$ cat src/rtl/uart_imem_loader.sv
// uart_imem_loader
//   Assembles little-endian 32-bit words from a UART byte stream and writes them
//   into instruction memory at consecutive word addresses starting at 0. Loading
//   ends on the END_WORD marker, which is never written, or after the last address
//   is written. Until then the CPU core is held in reset.
//
// Ports
//   clk        in   system clock, rising edge
//   rst        in   asynchronous active-high reset
//   rx_valid   in   one-cycle pulse, rx_data holds a received byte
//   rx_data    in   [7:0] received byte
//   rx_break   in   UART BREAK level, sampled every clock
//   mem_we     out  one-cycle instruction-memory write strobe
//   mem_addr   out  [ADDR_W-1:0] word address, holds the last written value
//   mem_wdata  out  [31:0] write data, holds the last written value
//   write_done out  load complete, sticky until rst
//   core_hold  out  ~write_done
//   frame_err  out  one-cycle pulse when a partial word is discarded
//   word_count out  [ADDR_W:0] number of words written

module uart_imem_loader #(
   parameter int unsigned ADDR_W      = 8,
   parameter logic [31:0] END_WORD    = 32'hFFFFFFFF,
   parameter int unsigned TIMEOUT_CYC = 200000
) (
   input  logic              clk,
   input  logic              rst,
   input  logic              rx_valid,
   input  logic [7:0]        rx_data,
   input  logic              rx_break,
   output logic              mem_we,
   output logic [ADDR_W-1:0] mem_addr,
   output logic [31:0]       mem_wdata,
   output logic              write_done,
   output logic              core_hold,
   output logic              frame_err,
   output logic [ADDR_W:0]   word_count
);

   localparam int unsigned       CNT_W     = $clog2(TIMEOUT_CYC + 1);
   localparam logic [CNT_W-1:0]  CNT_LAST  = CNT_W'(TIMEOUT_CYC - 1);
   localparam logic [ADDR_W-1:0] ADDR_LAST = '1;

   typedef enum logic [1:0] {StIdle, StCollect, StWrite, StDone} state_t;

   state_t            r_state;
   logic [1:0]        r_byte_idx;
   logic [23:0]       r_word;
   logic [CNT_W-1:0]  r_idle_cnt;
   logic              r_mem_we;
   logic [ADDR_W-1:0] r_mem_addr;
   logic [31:0]       r_mem_wdata;
   logic              r_write_done;
   logic              r_frame_err;
   logic [ADDR_W:0]   r_word_count;

   logic [31:0]       w_full_word;

   // Complete word when the current byte is the fourth one
   assign w_full_word = {rx_data, r_word};

   always_ff @(posedge clk or posedge rst) begin
      if (rst) begin
         r_state      <= StIdle;
         r_byte_idx   <= 2'd0;
         r_word       <= '0;
         r_idle_cnt   <= '0;
         r_mem_we     <= 1'b0;
         r_mem_addr   <= '0;
         r_mem_wdata  <= '0;
         r_write_done <= 1'b0;
         r_frame_err  <= 1'b0;
         r_word_count <= '0;
      end else begin
         r_mem_we    <= 1'b0;
         r_frame_err <= 1'b0;
         unique case (r_state)
            StIdle: begin
               // rx_break has no effect here: nothing to discard
               if (rx_valid) begin
                  r_word[7:0] <= rx_data;
                  r_byte_idx  <= 2'd1;
                  r_idle_cnt  <= '0;
                  r_state     <= StCollect;
               end
            end

            StCollect: begin
               if (rx_break) begin
                  // Break wins over a coincident byte, which is dropped
                  r_byte_idx  <= 2'd0;
                  r_idle_cnt  <= '0;
                  r_frame_err <= 1'b1;
                  r_state     <= StIdle;
               end else if (rx_valid) begin
                  r_idle_cnt <= '0;
                  if (r_byte_idx == 2'd3) begin
                     r_byte_idx <= 2'd0;
                     if (w_full_word == END_WORD) begin
                        r_write_done <= 1'b1;
                        r_state      <= StDone;
                     end else begin
                        // Next free address equals the number of words written
                        r_mem_we    <= 1'b1;
                        r_mem_addr  <= r_word_count[ADDR_W-1:0];
                        r_mem_wdata <= w_full_word;
                        r_state     <= StWrite;
                     end
                  end else begin
                     unique case (r_byte_idx)
                        2'd1:    r_word[15:8]  <= rx_data;
                        2'd2:    r_word[23:16] <= rx_data;
                        default: r_word[7:0]   <= rx_data;
                     endcase
                     r_byte_idx <= r_byte_idx + 2'd1;
                  end
               end else if (r_idle_cnt == CNT_LAST) begin
                  // TIMEOUT_CYC idle clocks since the last byte
                  r_byte_idx  <= 2'd0;
                  r_idle_cnt  <= '0;
                  r_frame_err <= 1'b1;
                  r_state     <= StIdle;
               end else begin
                  r_idle_cnt <= r_idle_cnt + 1'b1;
               end
            end

            StWrite: begin
               r_word_count <= r_word_count + 1'b1;
               if (r_mem_addr == ADDR_LAST) begin
                  // Memory full: no wrap, loading is over
                  r_write_done <= 1'b1;
                  r_state      <= StDone;
               end else if (rx_valid) begin
                  // Byte arriving during the write starts the next word
                  r_word[7:0] <= rx_data;
                  r_byte_idx  <= 2'd1;
                  r_idle_cnt  <= '0;
                  r_state     <= StCollect;
               end else begin
                  r_state <= StIdle;
               end
            end

            StDone: begin
               r_state <= StDone;
            end

            default: r_state <= StIdle;
         endcase
      end
   end

   assign mem_we     = r_mem_we;
   assign mem_addr   = r_mem_addr;
   assign mem_wdata  = r_mem_wdata;
   assign write_done = r_write_done;
   assign core_hold  = ~r_write_done;
   assign frame_err  = r_frame_err;
   assign word_count = r_word_count;

endmodule

$ cat config.mk
export PLATFORM = sky130hd
export DESIGN_NAME = uart_imem_loader
export DESIGN_NICKNAME = d
export VERILOG_FILES = /design/src/rtl/uart_imem_loader.sv
export SDC_FILE = /design/constraint.sdc
export NUM_CORES = 1
export LEC_CHECK = 0
export ABC_CLOCK_PERIOD_IN_PS = 3900
export BUFFER_PORTS_ARGS = -buffer_cell sky130_fd_sc_hd__clkbuf_2
export CAP_MARGIN = 15
export CORE_UTILIZATION = 50
export DETAILED_ROUTE_END_ITERATION = 10
export GPL_TIMING_DRIVEN = 0
export PLACE_DENSITY_LB_ADDON = 0.08
export REMOVE_ABC_BUFFERS = 1
export SLEW_MARGIN = 20
export SYNTH_ARGS = -nofsm -noshare
export SYNTH_HDL_FRONTEND = slang
export SYNTH_SLANG_ARGS = --single-unit
export TNS_END_PERCENT = 1
$ cat constraint.sdc
create_clock -name clk -period 3.9 [get_ports clk]
set_input_delay 0.585 -clock clk [delete_from_list [all_inputs] [get_ports clk]]
set_output_delay 0.585 -clock clk [all_outputs]
set_load 0.02 [all_outputs]
* After elaboration in Yosys (flattened, before gate mapping)
Index checks and enable logic that the tools add are counted.
** Storage, ports and cells
- Flip-flop bits (word level) :: 98
- Bits of input ports :: 12
- Output and inout bits :: 53
- Word-level logic and storage cells :: 94
** Operators by class
- $add $sub $neg :: 3
- Eq/ne operators :: 20
- Mux-type cells :: 43
- Bitwise gates (word level) :: 4
- Reductions and logical operators :: 12
** Operators by type and width (count)
- 2-to-1 mux 18 bit :: 5
- one-hot mux 18 bit (3 select lines) :: 1
- 2-to-1 mux 8 bit :: 6
- == test 32 bit (second input constant) :: 1
- one-hot mux 8 bit (3 select lines) :: 1
- 2-to-1 mux 2 bit :: 11
- adder 18 x 1 -> 18 bit (second input constant) :: 1
- == test 18 bit (second input constant) :: 1
- != test 2 bit (second input constant) :: 9
- 2-to-1 mux 1 bit :: 16
- AND reduction 5 bit :: 3
- AND reduction 6 bit :: 2
- adder 9 x 1 -> 9 bit (second input constant) :: 1
- == test 2 bit (second input constant) :: 4
- == test 8 bit (second input constant) :: 1
- != test 4 bit (second input constant) :: 2
- one-hot mux 2 bit (4 select lines) :: 1
- one-hot mux 2 bit (3 select lines) :: 1
- AND reduction 3 bit :: 2
- == test 2 x 1 -> 1 bit (second input constant) :: 2
- NOT 1 bit :: 4
- nonzero test 3 bit :: 1
- adder 2 x 1 -> 2 bit (second input constant) :: 1
- logical NOT 2 bit :: 1
- 4 further kinds :: 4

* Depth between registers and ports, before layout
- Word-level depth :: 7
- Mapped depth :: 8
- Gate-level depth less buffers :: 6

* Worst setup path before layout
No wires, ideal clock.
- Path kind :: input -> register
- Start :: input rx_valid
- End :: register r_idle_cnt[3]
- Setup time :: 0.069 ns
- Data arrival time :: 1.983 ns
- Required time :: 3.831 ns
- Path slack :: 1.849 ns
- Cell stages on the path :: 6
- Buffers on the path :: 2
- Cell sequence :: buf_2 or3_1 buf_2 a31o_1 or4_1 nand3_1
** On the way
- Word-level cells in the longest chain between the ends :: 3
- Elaborated cells between the ends (all ways) :: 5
- Classes of those cells :: mux: 5
** Ends and longest elaborated chain
- start: declaration :: line 28 : input logic rx_valid,
- 2-to-1 mux 18 bit (on tied branches) (2 in series)
- one-hot mux 18 bit (3 select lines) (*) :: line 77 : unique case (r_state)
- end signal: assignment :: line 124 : r_idle_cnt <= r_idle_cnt + 1'b1;
- end: declaration :: line 49 : logic [CNT_W-1:0] r_idle_cnt;
Every way passes the cells marked *; elsewhere a longest branch is shown, timed or not. The select of a mux whose other input is x is not followed.
A chain may end at the register's enable or synchronous reset.

* Worst setup path in the final report
- Start :: register r_state[1]
- End :: register r_idle_cnt[13]
** On the way
- Word-level cells in the longest chain between the ends :: 3
- Elaborated cells between the ends (all ways) :: 7
- Classes of those cells :: eq/ne: 3; mux: 1; reduce/logical: 3
** Ends and longest elaborated chain
- start: declaration :: line 46 : state_t r_state;
- start signal: assignment :: line 64 : r_state <= StIdle;
- start signal: assignment :: line 84 : r_state <= StCollect;
- start signal: assignment :: line 94 : r_state <= StIdle;
- == test 2 bit, or another cell as far along :: line 77
- != test 2 bit (no line) / nonzero test 3 bit (equally long branches)
- AND reduction 2 bit (no line)
Several ways; a longest one is shown, not always the timed one.

==> results.toml <==
[status]
status = "completed"

[placed_design]
dp_hpwl_um = 5780
io_buffers = 64
place_area_sq_mm = 0.00485
place.gp.congestion = 0.812
dpl_worst_slack_ns = 1.37

[worst_setup_path]
crit_type = "reg -> reg"
cp.arrival_ns = 2.69
critPathLaunchType = "flip-flop"
cp-end-kind = "flip-flop"
ff2ff_path_depth = 5
worstReg2RegStart = "r_state[1]"
r2r_end = "r_idle_cnt[13]"
crit_path_max_fanout = 16
regToRegSetupSlack_ns = 1.48
critPathRequiredTime_ns = 4.17

[die]
start_util = 0.528
die_area_sq_mm = 0.00924
ioPinCount = 65
die_x_um = 96.1
rows = 33
core_area_sq_mm = 0.00838
die-height_um = 96.1

[power_and_ir_drop]
peakVddDrop_mv = 0.259
power_density_mw_per_mm2 = 482
cellLeakagePower_nw = 2.42

[synth]
async_reset_ff_frac = 1.00
synthMuxAreaShare = 0.203
syn_inst = 341
synth.ff_latch_count = 98
synth_top_family_by_area = "multiplexers"
synth_xor_area_frac = 0.0178
synth_compound_area_frac = 0.0681
synth_adder_area_share = 0.0141
synth_top_cells_by_area = "dfrtp_1 (55%), mux2_4 (13%), mux2_2 (6.6%)"
synth_cell_types = 50
ys_warn_count = 0
syn_area_per_cell_sq_um = 13.0
synth_ff_type = "dfrtp_1"
synth-simple-area-share = 0.116
synth_edf_count = 0
synth_top_area_frac = 0.554
synth.cell_area_sq_mm = 0.00443
seq_area_frac_synth = 0.554
yosysTopAreaCell = "dfrtp_1"

[route]
post_drt_wl_per_cell_um = 16.7
dr_wl_met2_um = 3920
drc_errors = 0
final_antenna_net_count = 0
wl_met1_um = 4280
wl_um = 8600
wl_met3_um = 325
num_vias = 2934
drt_iter0_drc = 145
dr.pass1.iters = 4
vias_per_cell = 5.70
routed.top_layer = "met4"

[finish]
final_common_cell = "dfrtp_1"
final_area_sq_mm = 0.00509
num_antenna_cells = 0
layout_common_cells = "dfrtp_1 (98), clkbuf_2 (64), mux2_4 (39)"
drive_gt1_frac = 0.371
areaGrowthSynthToFinish_pct = 15.0
final_nets = 422

[global_route]
antenna_found_initial = 0
overflow = 0
grt_pass1_vias = 2789
grt_max_degree = 61
grt_pass1_wl_um = 13900
grt_usage = 0.201

[sta]
slew_violations = 0
clock.fmax_mhz = 414
finalCritPeriodShare = 0.619
setup_viol = 0
relSlewSlack = 0.405
hold_viol = 0
worst_slew_pin_slew_ns = 0.890
finalCriticalPeriod_ns = 2.42
rsz0062_at_grt = "no"
worst_slack_ns = 1.48
finalClockSkew_ns = 0.0139

[clock_tree]
clockBufferDepth = 2
clk_pin_slew_ns = 0.10
cts.sinks = 98
cts_tree = "built"
h-tree-depth = 3
cts_buffers = 9
ctsResizeCount = 0
root_buffer = "clkbuf_8"
cts_hold_buf = 0
postCtsSetupRepairBufs = 0
insertion_delay_ns = 0.36

[job]
cap_viol_max_count = 0

[hold_path]
hold_class = "in -> async"
## cells in the mapped netlist, types with 5 or more instances
| cell type | number |
|---|---|
| inv_1 | 8 |
| nor2_1 | 11 |
| nand2_1 | 25 |
| nand3_1 | 10 |
| mux2_2 | 26 |
| nand4_1 | 18 |
| o21ai_0 | 9 |
| xnor2_1 | 5 |
| buf_2 | 5 |
| dfrtp_1 | 98 |
| nor3_1 | 8 |
| ha_1 | 5 |
| mux2_4 | 39 |
| a21oi_1 | 9 |
| and3_1 | 5 |
## sequential cells by signal (all words and copies together) (netlist names)
register    flops
frame_err       1
mem_addr        8
mem_wdata      32
mem_we          1
r_byte_idx      2
r_idle_cnt     18
r_state         2
r_word         24
word_count      9
write_done      1
## routing by layer
metal / up-vias / track usage
li1: 1376 / -
met1: 1488 / 0.292
met2: 63 / 0.301
met3: 7 / 0.0411
met4: 0 / 0.0672
met5: - / 0
## layout make-up
type                            count  area, sq um
Clock inverter                      6          113
Tap cell                          105          131
Inverter                            8         35.0
Timing Repair Buffer               66          375
Sequential cell                    98         2450
Clock buffer                       10          128
Multi-Input combinational cell    222         1860
Fill cell                         691         3290
## worst max-delay path, cell delays in order (launching register included)
cell and delay, ns:
dfrtp_1 0.47, nand2b_4 0.19, or3_1 0.46, a31oi_2 0.76, o21ai_0 0.21, a31oi_1 0.23
## through the flow
stage | hold WS [ns] | cells | util | setup TNS [ns] | total power [mW]
final | 0.207 | 515 | 0.608 | 0 | 2.45
after global routing | 0.226 | 515 | 0.608 | 0 | 2.58
after CTS | 0.217 | 515 | 0.608 | 0 | 2.48
after detailed placement | 0.461 | 499 | 0.579 | 0 | 1.69
after global placement | 0.461 | 497 | 0.572 | -40.46 | 1.68
after floorplan | 0.443 | 328 | - | 0 | 1.55
## worst max-delay path by stage
| stage | start | to | slack, ns | cells after the start |
|---|---|---|---|---|
| 5_1_grt | r_state[1] | r_idle_cnt[13] | 1.28 | 5 |
| 4_1_cts | r_state[1] | r_idle_cnt[13] | 1.52 | 5 |
| 3_3_place_gp | rst | r_idle_cnt[9] | -0.42 | 2 |
| 6_report | r_state[1] | r_idle_cnt[13] | 1.48 | 5 |
| 2_1_floorplan | rst | frame_err | 0.75 | 1 |
| 3_5_place_dp | rx_valid | r_idle_cnt[13] | 1.37 | 5 |
## cell families (layout without fill, tap and decap cells)
family	count (synthesis)	in the layout
AOI/OAI and AO/OA	44	44
muxes	67	67
and+or+nand+nor	97	97
xor gates and xnor gates	9	9
DFF	98	98
adders and majority gates	5	5
buffers and inverters	21	90
## where the power goes
| part | switching [mW] | internal (mW) | leakage [nW] | total (mW) |
|---|---|---|---|---|
| clock network | 0.355 | 0.429 | 0.121 | 0.784 |
| logic | 0.206 | 0.202 | 0.982 | 0.408 |
| registers | 0.107 | 1.15 | 1.31 | 1.26 |
No activity file was read; power rests on OpenSTA's default activity.
